===== config.mk =====
export PLATFORM = sky130hd
export DESIGN_NAME = registrador_paralelo_flat
export DESIGN_NICKNAME = d
export VERILOG_FILES = /design/src/rtl/registrador_paralelo_pkg.sv /design/src/rtl/registrador_paralelo_if.sv /design/src/rtl/registrador_paralelo_detector_borda.sv /design/src/rtl/registrador_paralelo.sv /design/src/flat_wrapper.sv
export SDC_FILE = /design/constraint.sdc
export NUM_CORES = 1
export LEC_CHECK = 0
export ABC_AREA = 1
export CORE_AREA = 2 2 39 41
export CTS_BUF_LIST = sky130_fd_sc_hd__clkbuf_8
export DETAILED_ROUTE_END_ITERATION = 7
export DIE_AREA = 0 0 41 43
export PLACE_DENSITY = 0.67
export SLEW_MARGIN = 10
export SYNTH_ARGS = -nofsm -noshare
export SYNTH_HDL_FRONTEND = slang
export SYNTH_SLANG_ARGS = --single-unit

===== constraint.sdc =====
create_clock -name clk -period 0.91 [get_ports clk]
set_input_delay 0.273 -clock clk [delete_from_list [all_inputs] [get_ports clk]]
set_output_delay 0.273 -clock clk [all_outputs]
set_load 0.1 [all_outputs]

===== src/rtl/registrador_paralelo_pkg.sv =====
// Shared constants for the parallel holding register.
// Optional edge-triggered load is selected with macro LOAD_EDGE_EN.
package registrador_pkg;
    localparam int DEFAULT_BITS = 8;
endpackage


===== src/rtl/registrador_paralelo_if.sv =====
// Bus between a producer of words/commands and the holding register.
// The master drives data and commands; the slave returns the stored word and its valid flag.
interface registrador_paralelo_if
    import registrador_pkg::*;
#(
    parameter int BITS = DEFAULT_BITS
);
    logic [BITS-1:0] in;
    logic            load;
    logic            clr;
    logic [BITS-1:0] out;
    logic            valid;

    modport master (
        output in,
        output load,
        output clr,
        input  out,
        input  valid
    );

    modport slave (
        input  in,
        input  load,
        input  clr,
        output out,
        output valid
    );
endinterface


===== src/rtl/registrador_paralelo_detector_borda.sv =====
// Single-bit synchronous rising-edge detector; rise is high in the cycle sig first reads high.
// The history flop resets to 1 so a signal already high at reset release is not seen as an edge.
module detector_borda (
    input  logic clk,
    input  logic rst,
    input  logic sig,
    output logic rise
);
    logic r_sig_q;

    always_ff @(posedge clk) begin
        if (rst) begin
            r_sig_q <= 1'b1;
        end else begin
            r_sig_q <= sig;
        end
    end

    assign rise = sig & ~r_sig_q;
endmodule


===== src/rtl/registrador_paralelo.sv =====
// Parallel-in/parallel-out holding register, one-clock capture latency, priority rst > clr > load.
// Define LOAD_EDGE_EN to capture only on a rising edge of load instead of every cycle load is high.
module registrador_paralelo
    import registrador_pkg::*;
#(
    parameter int          BITS        = DEFAULT_BITS,
    parameter int unsigned RESET_VALUE = 0
) (
    input  logic                  clk,
    input  logic                  rst,
    registrador_paralelo_if.slave bus
);
    // Reset value is truncated or zero-extended to the data width.
    localparam logic [BITS-1:0] LP_RESET = BITS'(RESET_VALUE);

    logic            w_capture;
    logic [BITS-1:0] r_out;
    logic            r_valid;

`ifdef LOAD_EDGE_EN
    // The edge history keeps updating during clear cycles, so a load held through a clear stays dormant.
    detector_borda u_detector_borda (
        .clk  (clk),
        .rst  (rst),
        .sig  (bus.load),
        .rise (w_capture)
    );
`else
    assign w_capture = bus.load;
`endif

    always_ff @(posedge clk) begin
        if (rst) begin
            r_out   <= LP_RESET;
            r_valid <= 1'b0;
        end else if (bus.clr) begin
            r_out   <= LP_RESET;
            r_valid <= 1'b0;
        end else if (w_capture) begin
            r_out   <= bus.in;
            r_valid <= 1'b1;
        end
    end

    assign bus.out   = r_out;
    assign bus.valid = r_valid;
endmodule


===== src/flat_wrapper.sv =====
// flat-port wrapper written by rule: the top's interface ports become plain ports
module registrador_paralelo_flat import registrador_pkg::*;
#(
    parameter int          BITS        = DEFAULT_BITS,
    parameter int unsigned RESET_VALUE = 0
)
  (clk, rst, bus_in, bus_load, bus_clr, bus_out, bus_valid);
  registrador_paralelo_if #(.BITS(BITS)) bus_i ();
  input  logic clk;
  input  logic rst;
  input wire logic [$bits(bus_i.in)-1:0] bus_in;
  input wire logic [$bits(bus_i.load)-1:0] bus_load;
  input wire logic [$bits(bus_i.clr)-1:0] bus_clr;
  output wire logic [$bits(bus_i.out)-1:0] bus_out;
  output wire logic [$bits(bus_i.valid)-1:0] bus_valid;
  assign bus_i.in = bus_in;
  assign bus_i.load = bus_load;
  assign bus_i.clr = bus_clr;
  assign bus_out = bus_i.out;
  assign bus_valid = bus_i.valid;
  registrador_paralelo #(.BITS(BITS), .RESET_VALUE(RESET_VALUE)) u_core (.clk(clk), .rst(rst), .bus(bus_i));
endmodule

# Word-level counts from Yosys, hierarchy flattened
# Index checks and enable logic that the tools add are counted.
# op_classes
reduce_logical	1
# ops
op	count
$reduce_or 2->1	1
# totals
register_bits	9
inputBits	12
out_inout_bits	9
word_cells	3

# Depth between registers and ports, before layout
# Gate-level depths: netlist (run 1).
# logic_depth
ltp_word	1
depth_mapped	5
mapped_depth_nobuf	4

# Worst setup path before layout (run 1)
# Ideal clock, no wire load.
# synth_timing
path_type	register -> register
startpoint	reg u_core.bus.out[5] (netlist name)
endpoint	reg u_core.r_out[5] (netlist: u_core.bus.out[5])
setup_ns	0.065
t_arrival_ns	1.142
t_required_ns	0.845
path_slack_ns	-0.297
stages_incl_launch_ff	3
n_path_buf	0
synth_period_minus_slack_ns	1.207
cell_sequence	dfxtp_1 -> nor2_1 -> nor2_1
# synth_rtl
element	line	text
end signal, assigned	registrador_paralelo.sv:40	r_out <= bus.in;
end, declared	registrador_paralelo.sv:17	logic [BITS-1:0] r_out;

# Worst setup path in the final report (run 1)
# layout_timing
startpoint	reg u_core.r_out[0] (netlist: u_core.bus.out[0])
endpoint	out bus_out[0]
# layout_rtl
element	line	text
end, declared	flat_wrapper.sv:14	output wire logic [$bits(bus_i.out)-1:0] bus_out;
# No word-level cell between the ends.

==> results.yml, run 1 <==
status:
  status: "finished with violations"
  violations: "setup timing"
logic_synthesis:
  syn-cell-area_um2: 387
  avgSynthCellArea_um2: 7.29
  synthCells: 53
  ys_warn_count: 0
  synth_area_leaders: "dfxtp_1 47%, nor2_1 16%, nand2_1 15%"
  yosys.area.top_type: "dfxtp_1"
  ys_seq_elements: 9
  synth_top_area_frac: 0.466
  yosysUniqueCellTypes: 9
  seq_area_frac_synth: 0.466
  synth_nets: 65
routing:
  drc: 0
  vias: 378
  drt_first_pass_iters: 4
  ant_nets: 0
  vias_per_cell: 3.90
  dr.first_iter.drc_count: 9
  wire_per_inst_um: 8.02
  wl_um: 778
global_route:
  first_global_vias: 343
  grt_max_degree: 9
  grtUsageMet3: 0.0471
  grt.overflow.total: 0
  grt_util_met2: 0.159
  grt_use_total: 0.120
  busiest_layer: "met2"
  grt_antenna_before_repair: 0
  met1_usage: 0.154
  grt_pass1_wl_mm: 1.43
final_layout:
  drive_gt1_frac: 0.358
  area_growth_pct: 100
  fin_area_um2: 773
  final_cells: 97
  antenna_cells: 0
  multi_input_area_um2: 161
  final_cell_mix: "16 x nor2_1, 15 x nand2_1, 9 x inv_1, 9 x buf_12, 9 x dfxtp_2"
  regArea_um2: 191
  fillCellCount: 126
  utilization: 0.559
  layout_commonest_cell: "nor2_1"
  layout.nets: 94
pwr:
  peakVddDrop_uv: 1080
  p_sw_frac: 0.295
  power.static_leakage_nw: 0.375
  p_int_mw: 0.847
  p_per_area_mw_per_mm2: 1550
  combPwrFrac: 0.269
  power_frac_seq: 0.361
  p_switching_mw: 0.354
  pwr-share-clk: 0.369
hold_path:
  hold_start: "u_core.bus.valid"
  hold_class: "register to register"
clock_tree:
  cts_tree: "built"
  cts_root_buf: "clkbuf_8"
  cts.clk_slew.worst_paths_ps: 50
  h-tree-depth: 1
  cts.path.max_buffers: 2
  numClockSinks: 9
  numCtsBuffers: 3
  clkLatencyLatePin_ps: 230
floorplan:
  coreArea_mm2: 0.00138
  dieArea_mm2: 0.00176
  io-pin-count: 21
  num_rows: 14
  initial_utilization: 0.279
  die_y_um: 43
  die_x_um: 41
placed_design:
  gp_congestion: 0.559
  dpl_worst_slack_ps: -284
  dp_cells: 89
  dp_hpwl_um: 545
  placed_area_um2: 697
  io_buffers: 20
worst_setup_path:
  worstPathCellList: "buf_12"
  crit_arrival_ps: 760
  cp_data_required_time_ps: 640
  worstSetupStartpointType: "register"
  cp_num_buf_inv: 1
  cpPeakStageDelay_ps: 350
  regToRegStartpoint: "u_core.bus.out[1]"
  critical_path.endpoint_type: "primary output"
  cpMaxStageDelayCell: "dfxtp_2"
  critPathTopFamily: "flip-flops"
  worst-setup-path-type: "register to primary output"
  worstPathMaxFanout: 2
  cp-startpoint: "u_core.bus.out[0]"
sta:
  rsz0062_at_grt: "yes"
  setup_ws_ps: -120
  skew_ps: 0
  worst_hold_slack_ps: 478
  slew_headroom: 0.796
  min_period_ps: 1030
  finalCritPeriodShare: 1.13
  worst_pin_slew_ps: 307
  fmax_ghz: 0.971
  slew_violations: 0
  setup_viol: 9
  hold_viol: 0
job:
  maxCapViolations: 0
==> per-stage QoR <==
stage | setup TNS, ps | total power, mW
6_report | -979 | 1.20
5_1_grt | -1210 | 1.27
4_1_cts | -1040 | 1.21
3_5_place_dp | -2420 | 0.754
3_3_place_gp | -2310 | 0.753
2_1_floorplan | 0 | 0.622
==> per-layer routing <==
metal | up-vias | wire length, um
li1 | 207 | -
met1 | 152 | 342
met2 | 19 | 354
met3 | 0 | 80
met4 | 0 | 0
met5 | - | 0
==> synth_stat cells <==
library cell and n:
inv_1 8, dfxtp_1 9, nand2_2 1, buf_6 1
nor2_1 16, o21a_1 1, buf_8 1, nand2_1 15
nor2_8 1
==> final timing paths <==
| path | depth (start not counted) | end | slack (ps) |
|---|---|---|---|
| min | 1 | u_core.bus.valid | 480 |
| min reg2reg | 1 | u_core.bus.valid | 480 |
| max reg2reg | 4 | u_core.bus.out[1] | 110 |
| max | 1 | bus_out[0] | -120 |
==> power groups by stage <==
stage | clock network (mW) | logic [mW] | registers, mW
finish | 0.444 | 0.324 | 0.434
global route | 0.492 | 0.342 | 0.435
CTS | 0.457 | 0.322 | 0.434
detailed placement | 0 | 0.313 | 0.442
global placement | 0 | 0.312 | 0.442
floorplan | 0 | 0.0652 | 0.557
==> kinds of logic (layout without fill, tap and decap cells) <==
group	Yosys count	after routing	synth area share
AOI/OAI and AO/OA	1	1	0.0194
and+or+nand+nor	33	34	0.369
DFF	9	9	0.466
buffers and inverters	10	37	0.146
==> what timing repair did <==
| action | 4_1_cts | 5_1_grt |
|---|---|---|
| gates resized for setup | 4 | 0 |
| pin swaps | 1 | 0 |
| gates cloned | 2 | 0 |
| buffers inserted | 1 | 1 |
| hold buffers | 0 | 0 |
| endpoints found under the setup margin | 18 | 9 |
==> area by class of cell <==
type | instances | area share
timing repair buffer | 25 | 0.421
clock inverter | 1 | 0.00485
multi-input combinational | 35 | 0.209
inverter | 8 | 0.0388
tap | 16 | 0.0259
clock buffer | 3 | 0.0534
sequential | 9 | 0.248
==> state kept, by name, summed over array words and instances (netlist names) <==
name	count
u_core.bus.out	8
u_core.bus.valid	1
Power figures use the tool's default switching activity.
==> inputs of run 2 (changes only) <==
--- a/config.mk
+++ b/config.mk
@@ -6,6 +6,7 @@
 export NUM_CORES = 1
 export LEC_CHECK = 0
 export ABC_AREA = 1
+export CAP_MARGIN = 40
 export CORE_AREA = 2 2 39 41
 export CTS_BUF_LIST = sky130_fd_sc_hd__clkbuf_8
 export DETAILED_ROUTE_END_ITERATION = 7
==> results of run 2 <==
No change in the layout: final DEF, timing and power equal those of run 1.
==> inputs of run 3 (changes only) <==
--- a/config.mk
+++ b/config.mk
@@ -5,13 +5,12 @@
 export SDC_FILE = /design/constraint.sdc
 export NUM_CORES = 1
 export LEC_CHECK = 0
-export ABC_AREA = 1
-export CAP_MARGIN = 40
+export CAP_MARGIN = 30
 export CORE_AREA = 2 2 39 41
 export CTS_BUF_LIST = sky130_fd_sc_hd__clkbuf_8
 export DETAILED_ROUTE_END_ITERATION = 7
 export DIE_AREA = 0 0 41 43
-export PLACE_DENSITY = 0.67
+export PLACE_DENSITY = 0.62
 export SLEW_MARGIN = 10
 export SYNTH_ARGS = -nofsm -noshare
 export SYNTH_HDL_FRONTEND = slang
==> run 3 against run 2 <==
Against the previous run: the flow still finishes with violations (setup timing); clock power decreased by 0.9%; synthesized cell count decreased by 43%; power down 7.7%; setup slack better by 6.4 ps; critical path type unchanged; sequential share of layout area rose by 4.3 points; core utilization is 4.0 points lower; sequential cell count unchanged; area after synthesis down 17%.
==> results.yml, run 3 <==
logic_synthesis:
  synthCells: 30
  synth_common_cells: "10 x nor2_1, 9 x dfxtp_1, 8 x mux2i_1"
  synth_most_common_cell: "nor2_1"
  syn-cell-area_um2: 323
  seq_area_frac_synth: 0.558
  synthSimpleGateAreaFrac: 0.136
  synth_area_leaders: "dfxtp_1 56%, mux2i_1 25%, nor2_1 12%"
  synth_edf_count: 0
  avgSynthCellArea_um2: 10.8
  yosys.area.top_type: "dfxtp_1"
  synthXorXnorAreaFrac: 0
  yosysUniqueCellTypes: 6
  synth_ff_type: "dfxtp_1"
  synth_top_family_by_area: "multiplexers"
  ys_warn_count: 0
  synth_nets: 42
  synth-compound-area-share: 0
  ys_seq_elements: 9
  synthAdderAreaFrac: 0
  synth_top_area_frac: 0.558
  synth-async-reset-ratio: 0
  synthMuxAreaShare: 0.248
worst_setup_path:
  cp_num_buf_inv: 1
  r2r_cells: 2
  reg2reg_slack_ps: 280
  endpoint: "bus_out[0]"
  cp-startpoint: "u_core.bus.out[0]"
  reg2reg_to: "u_core.bus.out[4]"
  path_depth: 1
  critPathTopFamily: "flip-flops"
  cpPeakStageDelay_ps: 350
  worstSetupStartpointType: "register"
  worst-setup-path-type: "register to primary output"
  worstPathCellList: "buf_12"
  cpMaxStageDelayCell: "dfxtp_2"
  worstPathMaxFanout: 2
  crit_arrival_ps: 750
  regToRegStartpoint: "u_core.bus.out[4]"
  critical_path.endpoint_type: "primary output"
  cp_data_required_time_ps: 640
placed_design:
  dp_hpwl_um: 502
  dpl_worst_slack_ps: -376
  gp_congestion: 0.528
  dp_cells: 66
  io_buffers: 20
  placed_area_um2: 658
sta:
  slew_violations: 0
  hold_viol: 0
  finalCritPeriodShare: 1.12
  setup_ws_ps: -113
  fmax_ghz: 0.977
  setup_viol: 9
  worst_pin_slew_ps: 120
  min_period_ps: 1020
  skew_ps: 0
  rsz0062_at_grt: "yes"
  tns_ps: -964
  worst_hold_slack_ps: 488
  slew_headroom: 0.918
global_route:
  grt_pass1_wl_mm: 1.10
  first_global_vias: 252
  grt_max_degree: 6
  grt.overflow.total: 0
  grt_use_total: 0.0987
  grt_antenna_before_repair: 0
pwr:
  p_per_area_mw_per_mm2: 1540
  power.static_leakage_nw: 0.308
  power.total_mw: 1.11
  peakVddDrop_uv: 1160
status:
  status: "finished with violations"
  violations: "setup timing"
clock_tree:
  clkLatencyLatePin_ps: 230
  cts_root_buf: "clkbuf_8"
  cts_hold_buf: 0
  h-tree-depth: 1
  cts_tree: "built"
  cts.path.max_buffers: 2
  cts.clk_slew.worst_paths_ps: 40
  numClockSinks: 9
  numCtsBuffers: 3
routing:
  wire_per_inst_um: 10.1
  ant_nets: 0
  wl_um: 714
  vias: 288
  vias_per_cell: 4.06
  drc: 0
  drt_first_pass_iters: 1
  dr.first_iter.drc_count: 0
floorplan:
  die_y_um: 43
  initial_utilization: 0.233
  die_x_um: 41
  dieArea_mm2: 0.00176
  io-pin-count: 21
  coreArea_mm2: 0.00138
  num_rows: 14
final_layout:
  drive_gt1_frac: 0.455
  fillCellCount: 131
  regArea_um2: 209
  fin_area_um2: 718
  largest_reg_flops: 8
  antenna_cells: 0
  final_cell_mix: "10 x nor2_1, 9 x buf_12, 8 x mux2i_1, 8 x clkdlybuf4s50_1, 7 x dfxtp_4"
  multi_input_area_um2: 135
  final_cells: 71
  layout_commonest_cell: "nor2_1"
  layout.nets: 68
  area_growth_pct: 122
  utilization: 0.519
job:
  maxCapViolations: 0
hold_path:
  hold_depth: 2
  hold_class: "register to register"
[run 3: cell types whose count changed in the layout (fill, tap and decap cells not counted), moves of 2 or more]
cell     before  now
nand2_1      15    0
nor2_1       16   10
mux2i_1       0    8
buf_4         3    0
dfxtp_4       0    7
dfxtp_2       9    2
inv_1         9    1
or2_4         0    2
[run 3: cell families (layout without fill, tap and decap cells)]
group         count (synthesis)  after routing
simple gates                 11             12
buf+inv                       2             26
mux                           8              8
flops                         9              9
[run 3: per-layer routing]
layer / vias to the layer above / global-route usage / routed length [um]
met5: - / 0 / 0
met4: 0 / 0.0600 / 0
met3: 0 / 0.0681 / 81
met2: 13 / 0.119 / 305
met1: 126 / 0.123 / 328
li1: 149 / - / -
[run 3: how the worst min path moves through the flow]
stage	start	endpoint	slack, ps
2_1_floorplan	bus_in[1]	u_core.bus.out[1]	420
4_1_cts	u_core.bus.valid	u_core.bus.valid	490
3_5_place_dp	u_core.bus.valid	u_core.bus.valid	480
5_1_grt	u_core.bus.valid	u_core.bus.valid	500
3_3_place_gp	u_core.bus.valid	u_core.bus.valid	470
6_report	u_core.bus.valid	u_core.bus.valid	490
[run 3: cell type report]
class | instances | share of cell area
Clock buffer | 3 | 0.0575
Clock inverter | 1 | 0.00523
Multi-Input combinational cell | 20 | 0.188
Sequential cell | 9 | 0.291
Tap cell | 16 | 0.0279
Timing Repair Buffer | 22 | 0.430
[run 3: power by group]
| group | internal, mW | switching (mW) | total [mW] |
|---|---|---|---|
| Combinational | 0.120 | 0.138 | 0.258 |
| Sequential | 0.397 | 0.0138 | 0.411 |
| Clock | 0.293 | 0.147 | 0.440 |
| Total | 0.810 | 0.299 | 1.11 |
[run 3: repair_timing]
item	4_1_cts	5_1_grt
endpoints found under the setup margin	18	9
gates cloned	1	0
pin swaps	2	0
resized for setup	7	0
buffers inserted	0	0
==> edit: new RTL, config.mk and constraints of run 1 <==
Build with the macro `LOAD_EDGE_EN` defined.
--- a/src/rtl/registrador_paralelo.sv
+++ b/src/rtl/registrador_paralelo.sv
@@ -1,4 +1,6 @@
 // Parallel-in/parallel-out holding register, one-clock capture latency, priority rst > clr > load.
 // Define LOAD_EDGE_EN to capture only on a rising edge of load instead of every cycle load is high.
+`define LOAD_EDGE_EN
+
 module registrador_paralelo
     import registrador_pkg::*;
Function: changed (Yosys sat finds a counterexample within 4 cycles, from zero or initial values and one cycle with rst high).
==> edit against run 1 <==
  * The run still ends with negative setup slack left
  * Routed wire length is 31% higher
  * Via count increased by 20%
  * Setup slack got worse by 0.0023 ns
  * Sequential cell count rose by 1
  * Final cell count is 6.2% higher
  * Clock skew hardly changed
  * Power decreased by 4.6%
  * Sequential power up 7.6%
  * Synthesized cell count rose by 11%
  * Area after synthesis increased by 7.1%
  * Critical path depth unchanged
  * Worst hold slack worse by 0.094 ns
  * Design area grew 4.5%
  * Largest cell class unchanged
==> edit: results (changes against run 1) <==
* Placed cell area at 747.0 um^2 (+7.2%)
* Max reg flops at 8 (unchanged)
* Peak per-stage delay on the critical path at 0.35 ns (about the same)
* Outcome: finished with violations
* Seq/Total Area, Yosys at 48.34% (+1.7 points)
* Port-buffer cells at 20 (unchanged)
* Syn Area/Cell at 7.019 um^2 (-3.8%)
* Crit path DAT at 0.76 ns (about the same)
* Setup WS post-layout at -0.1219 ns (-0.002319 ns)
* Via density at 4.417 (+13%)
* Antenna Cells at 0 (unchanged)
* Top cell family by delay on the critical path: flip-flops
* Slowest CP cell: dfxtp_2
* Initial DRC Count at 7 (-2)
* Placed Cells at 97 (+9.0%)
* Vias in the first global route at 419 (+22%)
* Synth top cells by count: nor2_1, dfxtp_1, inv_1
* Fill cell count at 131 (+4.0%)
* First-pass GRT wire length at 1.649 mm (+15%)
* Gr usage total at 14.00% (+2.0 points)
* Hold Crit Class: input pin to flop
* Worst slew pin tran at 0.1827 ns (-0.1240 ns)
* Layout cells sized above 1 at 37.93% (+2.1 points)
* Clk_lat worst skew at 0.23 ns (about the same)
* Num CTS Buffers at 3 (unchanged)
* HPWL Detailed at 695.2 um (+27%)
* Failing checks: negative setup slack
* Layout Cells excl Fill at 103 (+6.2%)
* Initial antenna violation count at 0 (unchanged)
* First-pass DRT Iterations at 4 (unchanged)
* Antenna Nets Post-Route at 0 (unchanged)
* Post-synthesis cell type count at 10 (+1)
* Pleak at 0.3605 nW (-4.0%)
* # setup viols final at 9 (unchanged)
* Worst-path clk slew at 0.04 ns
* Largest net degree at the start of global routing at 9 (unchanged)
* H-tree levels at 1 (unchanged)
* Post-synth ARST share at 0% (unchanged)
* CP Max Fanout at 2 (unchanged)
* Clock skew at 0.0002427 ns (+0.0002427 ns)
* Synth top area cells: dfxtp_1, nor2_1, nand3_1
* Clock Tree Buf Depth at 2 (unchanged)
* Mapped Nets at 71 (+9.2%)
* Dpl ws at -0.4083 ns (-0.1243 ns)
* Placer Congestion at 0.7235 (+29%)
* Root Buffer: clkbuf_8
* Final TNS setup at -1.058 ns (-0.07920 ns)
* Final Routed Wirelength at 1.022 mm (+31%)
* Worst vdd ir at 0.0007415 V (-31%)
* Hold Buf Count CTS at 0 (unchanged)
* Synth warnings at 0 (unchanged)
[edit: logic make-up after synthesis]
| family | after synthesis | synth area share, % |
|---|---|---|
| flops | 10 | 48.34 |
| simple gates | 37 | 38.97 |
| buf+inv | 12 | 12.69 |
[edit: power breakdown]
group / internal (mW) / switching, mW
clock: 0.288 / 0.161
combinational: 0.104 / 0.125
sequential: 0.454 / 0.0134
[edit: final timing paths]
check,startpoint,endpoint,depth (start not counted),slack [ns]
setup / recovery,u_core.bus.out[0],bus_out[0],1,-0.12
setup reg to reg,u_core.u_detector_borda.r_sig_q,u_core.bus.out[3],4,0.13
hold / removal,rst,u_core.u_detector_borda.r_sig_q,2,0.38
hold reg to reg,u_core.bus.valid,u_core.bus.valid,2,0.50
[edit: metrics by stage]
| stage | hold slack, ns | util [%] | power, mW |
|---|---|---|---|
| finish | 0.3841 | 58.41 | 1.146 |
| global route | 0.4159 | 58.41 | 1.174 |
| CTS | 0.3916 | 58.32 | 1.141 |
| detailed placement | 0.4967 | 53.98 | 0.6974 |
| global placement | 0.4860 | 53.98 | 0.6953 |
| floorplan | 0.3768 | - | 0.5913 |
[edit: cell type report]
type / count / share of cell area [%]
timing repair buffer: 25 / 40.25
sequential: 10 / 26.32
multi-input combinational: 38 / 20.74
clock buffer: 3 / 5.108
inverter: 11 / 5.108
tap: 16 / 2.477
[edit: repair_timing]
action,in CTS,in global routing
setup buffers,1,0
endpoints found under the setup margin,19,13
pin swaps,3,0
gates cloned,2,0
gates resized for setup,5,1
[edit: metal layers]
metal,track usage [%],vias to the layer above,routed length [um]
met4,8.667,0,28
li1,-,233,-
met5,0,-,0
met1,16.56,196,417
met3,4.712,5,112
met2,20.63,21,463
